## src/rtl/cpu_instr_sequencer.sv

```systemverilog
// Program sequencer: buffers up to PROG_DEPTH 12-bit words and issues them to a CPU over a
// valid/ready handshake. Optional macro SEQ_LOOP_EN wraps to word 0 at the end of the program.
module cpu_instr_sequencer #(
  parameter int unsigned PROG_DEPTH  = 16,
  parameter logic [3:0]  HALT_OPCODE = 4'hF
) (
  input  logic        clk,
  input  logic        rst_n,
  input  logic        ena,
  input  logic        load_valid,
  input  logic [11:0] load_word,
  input  logic        start,
  input  logic        clear,
  input  logic        instr_ready,
  output logic        instr_valid,
  output logic [3:0]  instr_opcode,
  output logic [3:0]  instr_addr,
  output logic [3:0]  instr_data,
  output logic [3:0]  pc,
  output logic [4:0]  prog_count,
  output logic        busy,
  output logic        done,
  output logic        load_full
);

  localparam int unsigned AW = (PROG_DEPTH > 1) ? $clog2(PROG_DEPTH) : 1;

  typedef enum logic [1:0] {StIdle, StRun, StDone} state_e;

  state_e      state_q, state_d;
  logic [3:0]  pc_q, pc_d;
  logic [4:0]  count_q, count_d;
  logic        valid_q, valid_d;
  logic [11:0] word_q, word_d;
  logic [11:0] prog_q [PROG_DEPTH];

  logic        wr_en;
  logic        full;
  logic [4:0]  nxt;
  logic [11:0] nxt_word;
  logic [11:0] first_word;

  assign full       = (count_q == 5'(PROG_DEPTH));
  assign nxt        = {1'b0, pc_q} + 5'd1;
  assign nxt_word   = prog_q[nxt[AW-1:0]];
  assign first_word = prog_q[0];

  always_comb begin
    state_d = state_q;
    pc_d    = pc_q;
    count_d = count_q;
    valid_d = valid_q;
    word_d  = word_q;
    wr_en   = 1'b0;
    if (clear) begin
      state_d = StIdle;
      pc_d    = '0;
      count_d = '0;
      valid_d = 1'b0;
    end else begin
      unique case (state_q)
        StIdle, StDone: begin
          // A load in the same cycle as start wins, even when the buffer is full.
          if (load_valid) begin
            if (!full) begin
              wr_en   = 1'b1;
              count_d = count_q + 5'd1;
            end
          end else if (start && (count_q != '0)) begin
            pc_d = '0;
            if (first_word[11:8] == HALT_OPCODE) begin
              state_d = StDone;
            end else begin
              state_d = StRun;
              valid_d = 1'b1;
              word_d  = first_word;
            end
          end
        end
        StRun: begin
          if (valid_q && instr_ready) begin
            if (nxt == count_q) begin
`ifdef SEQ_LOOP_EN
              pc_d = '0;
              if (first_word[11:8] == HALT_OPCODE) begin
                state_d = StDone;
                valid_d = 1'b0;
              end else begin
                word_d = first_word;
              end
`else
              pc_d    = nxt[3:0];
              state_d = StDone;
              valid_d = 1'b0;
`endif
            end else begin
              pc_d = nxt[3:0];
              if (nxt_word[11:8] == HALT_OPCODE) begin
                state_d = StDone;
                valid_d = 1'b0;
              end else begin
                word_d = nxt_word;
              end
            end
          end
        end
        default: begin
          state_d = StIdle;
          valid_d = 1'b0;
        end
      endcase
    end
  end

  always_ff @(posedge clk or negedge rst_n) begin
    if (!rst_n) begin
      state_q <= StIdle;
      pc_q    <= '0;
      count_q <= '0;
      valid_q <= 1'b0;
      word_q  <= '0;
    end else if (ena) begin
      state_q <= state_d;
      pc_q    <= pc_d;
      count_q <= count_d;
      valid_q <= valid_d;
      word_q  <= word_d;
    end
  end

  // Buffer contents are unreachable after reset since prog_count is 0, so no reset here.
  always_ff @(posedge clk) begin
    if (ena && wr_en) begin
      prog_q[count_q[AW-1:0]] <= load_word;
    end
  end

  assign instr_valid  = valid_q;
  assign instr_opcode = word_q[11:8];
  assign instr_addr   = word_q[7:4];
  assign instr_data   = word_q[3:0];
  assign pc           = pc_q;
  assign prog_count   = count_q;
  assign busy         = (state_q == StRun);
  assign done         = (state_q == StDone);
  assign load_full    = full;

endmodule

```

## config.mk

```make
export PLATFORM = sky130hd
export DESIGN_NAME = cpu_instr_sequencer
export DESIGN_NICKNAME = d
export VERILOG_FILES = /design/src/rtl/cpu_instr_sequencer.sv
export SDC_FILE = /design/constraint.sdc
export NUM_CORES = 1
export LEC_CHECK = 0
export CORE_MARGIN = 4
export CORE_UTILIZATION = 54
export CTS_CLUSTER_SIZE = 24
export DETAILED_ROUTE_END_ITERATION = 10
export PLACE_DENSITY = 0.8
export SKIP_LAST_GASP = 1
export SLEW_MARGIN = 20
export SYNTH_ARGS = -nofsm -noshare
export SYNTH_HDL_FRONTEND = slang
export SYNTH_SLANG_ARGS = --single-unit
```

## constraint.sdc

```tcl
create_clock -name clk -period 2.9 [get_ports clk]
set_input_delay 0.29 -clock clk [delete_from_list [all_inputs] [get_ports clk]]
set_output_delay 0.29 -clock clk [all_outputs]
set_load 0.01 [all_outputs]
```

==> summary by stage <==
Status
The flow ran to the end, and the final reports show no timing, DRC or antenna violations.

Setup path
The critical path is of the flop to flop type. The startpoint identified for the worst register-to-register timing path is pc[0]. STA classifies the critical path endpoint as a flop. The worst setup path is launched from a flop. For the worst flop-to-flop path, the logic depth is 9. The reg-to-reg setup timing slack is roughly 0.035 ns. Along the worst path, the maximum fanout reaches 12. In this run the critical register-to-register path is captured at word_q[6].

Data on the critical path is required at its endpoint by approximately 3.3 ns. The critical path arrival is ~3.3 ns.

Drt
The number of DRC violations after detailed-routing iteration 0 is between 500 and 600. The number of nets with antenna violations after detailed routing is 0. The detailed-router iteration count before antenna repair is 5. The routed layout has approximately 5000 vias.

After detailed routing, the total wire length is 19.41 mm. The detailed-route vias per instance is between 6 and 7. The final routed DRC violation total is 0. The average wire length per cell after detail routing is around 23 µm.

Final layout
The area taken by flip-flops and latches is ~6400 µm². Of the cells placed in the final design, the portion with a size suffix greater than 1 is 0.2782. The utilization after layout is 0.6717. After routing the design area is between 10000 and 15000 µm². The net count of the finished layout is slightly above 600. The layout filler cell count is approximately 1000.

The area added between synthesis and finish is 20.05%. The combined area of the multi-input logic cells is 2536 µm². The repair_antennas step left the layout with diodes totalling 0.

Global routing
The layer with the highest usage after global routing is met2. The initial antenna violation count came to 0. In the global route stage, met2 resource usage came out at 0.3586. For met3 alone, demand over resource in global routing was 0.03251.

For this run, global-route usage on met1 was measured as 0.2986. The via count of the first global-routing pass is approximately 5000. The maximum number of pins on one net before global-route repair is 39. The total congestion overflow is 0. The first-pass GRT wire length is 30.06 mm. For this run, the total global-route usage over all layers was measured as 0.2166.

STA
At the pin with the least slew margin, the transition time is between 0.6 and 0.7 ns. Subtracting the final worst setup slack from the clock period gives around 2.9 ns. The number of hold violations in the final report is 0. On the final layout, the worst clock skew is between 0.01 and 0.015 ns.

After layout, the worst setup slack is 0.03515 ns. The timing-limited maximum frequency is between 300 and 400 MHz. The number of pins with negative max-slew slack in the final report is 0.

The final clock period utilization by the worst path is 0.9879. Setup violations remaining at the end of the flow were counted as 0. Setup repair after global routing could not meet its margin everywhere. For the final routed database, the setup TNS stands at 0 ns. In this run the tightest slew margin relative to its limit is 0.5656.

Synth
Yosys mapped a number of flops with a built-in enable equal to about 190. Synthesis inferred about 220 register bits. Synthesis handed over a netlist of 492 instances.

The number of different library cells used by synthesis comes to 50. The post-synthesis async set-or-reset flop share is 0.1111. The synthesized cell area is approximately 9000 µm². The share of the Yosys chip area taken by registers is 0.7060. The post-synthesis net count is approximately 520. A synthesized cell averages 18.33 µm².

The number of warning messages in the yosys log is 0. The most common flop cell mapped by yosys is edfxtp_1.

Run
Across the run, the number of max-cap violations was 0.

CTS
The H-tree depth reported by CTS is 1. TritonCTS built the clock tree. At the later pin of the worst-skew pair, clock insertion delay measures about 0.51 ns. CTS placed an instance of clkbuf_16 at the clock tree root. The clock transition time at the flip-flop clock pins of the worst setup and hold paths is 0.07 ns. The number of sinks driven by the clock tree is around 220.

Counting the buffers created by CTS gives 23. The number of buffers between clock root and the deepest sink is 3.

Placed design
The count of port buffers added during placement is between 40 and 50. Once detailed placement completed, the half-perimeter wirelength came to ~13 mm. The routability congestion estimate from global placement is around 0.84. The worst slack at placement is -0.4502 ns. After detailed placement, the total cell area comes to 10020 µm².

Power
The maximum resistive drop on vdd is approximately 500 µV. The analysis attributes to cell leakage a power of roughly 3.7 nW. In this run the power density over the cells is about 780 nW/µm².

Die
The floorplan has 46 rows. The die covers 18830 µm². 44 I/O pins were placed. The initial core utilization is 0.5595. The die span in x is about 140 µm. From bottom edge to top edge, the die measures about 140 µm. The region available for standard cell placement spans 16120 µm².

Hold path
The classification of the worst-slack hold path is primary input to asynchronous set/reset pin.
per-layer routing:
| metal | vias up | part of all wire |
|---|---|---|
| li1 | 2150 | - |
| met1 | 2523 | 0.40 |
| met2 | 253 | 0.51 |
| met3 | 38 | 0.070 |
| met4 | 0 | 0.026 |
| met5 | - | 0 |
Yosys cell counts (3+ instances only):
master    count  area [µm²]
edfxtp_1    192        5766
nand2_1      42       157.7
mux4_2       41       923.4
mux2i_1      32       320.3
nor2_1       31       116.4
dfrtp_1      24       600.6
clkbuf_1     14       52.55
o21ai_0      11       55.05
mux2_4       10       150.1
mux4_1        7       183.9
nor3_1        6       30.03
a21oi_1       5       25.02
buf_2         5       25.02
ha_1          5       62.56
inv_1         5       18.77
a22o_1        4       35.03
buf_6         4       45.04
nand2b_1      4       25.02
o31ai_1       4       30.03
mux2_2        3       33.78
nand3_1       3       15.01
nor2b_1       3       18.77
xnor2_1       3       26.28
registers in the layout, indices dropped and copies added (netlist names):
name         flops
instr_valid      1
prog_count       5
state_q          2
word_q          12
prog_q         192
pc               4
how the worst max path moves through the flow:
stage,cells past startpoint,slack (ns),from,end
2_1_floorplan,8,0.03,pc[1],word_q[0]
3_3_place_gp,8,-0.40,pc[0],word_q[5]
3_5_place_dp,8,-0.45,pc[0],word_q[6]
4_1_cts,9,0.002,pc[0],word_q[6]
5_1_grt,9,-0.003,pc[0],word_q[3]
6_report,9,0.04,pc[0],word_q[6]
layout by cell type (no fill, tap or decap), types with 6 or more instances in the layout:
cell and instances:
clkdlybuf4s50_1 43, clkbuf_16 23, nand2_1 42, dfrtp_1 23, nor2_1 31, o21ai_0 11
mux4_2 48, mux2i_1 32, buf_4 53, edfxtp_1 192, clkinv_1 6, mux2_4 10
repair_timing:
action	CTS	global route
resized for setup	11	8
setup endpoints to repair	15	14
setup buffers	3	3
pin swaps	4	4
hold buffers	0	0
logic make-up after synthesis:
family                     synth area share
DFF                                  0.7060
and+or+nand+nor                     0.05384
muxes                                0.1787
AOI/OAI and AO/OA                   0.02747
buffers and inverters               0.01734
xor gates and xnor gates           0.009715
adders and majority gates          0.006938
power breakdown:
group	switching, mW	internal, mW
combinational	0.980	1.06
clock	1.14	1.55
sequential	0.164	3.58
through the flow:
step | instances | hold slack [ns] | power (mW)
2_1_floorplan | 492 | -0.005591 | 5.005
3_5_place_dp | 780 | 0.5024 | 5.775
3_3_place_gp | 780 | 0.4929 | 5.702
6_report | 827 | 0.1429 | 8.484
4_1_cts | 824 | 0.1429 | 8.513
5_1_grt | 827 | 0.1702 | 8.862
critical path, stage by stage (launching register included):
cell	delay, ns
dfrtp_4	0.50
ha_4	0.19
xor2_4	0.21
buf_6	0.17
mux4_2	0.55
nor4_4	0.38
and3_4	0.24
a211oi_4	0.05
buf_12	0.16
mux2_4	0.29
area by class of cell:
cell class              count  area share
clock buffers              25     0.05386
clock inverters            16     0.01133
inverters                   5    0.001734
multi-input cells         246      0.2343
flip-flops and latches    216      0.5884
well taps                 216     0.02497
repair buffers            103     0.08541
No activity file was read; power rests on OpenSTA's default activity.
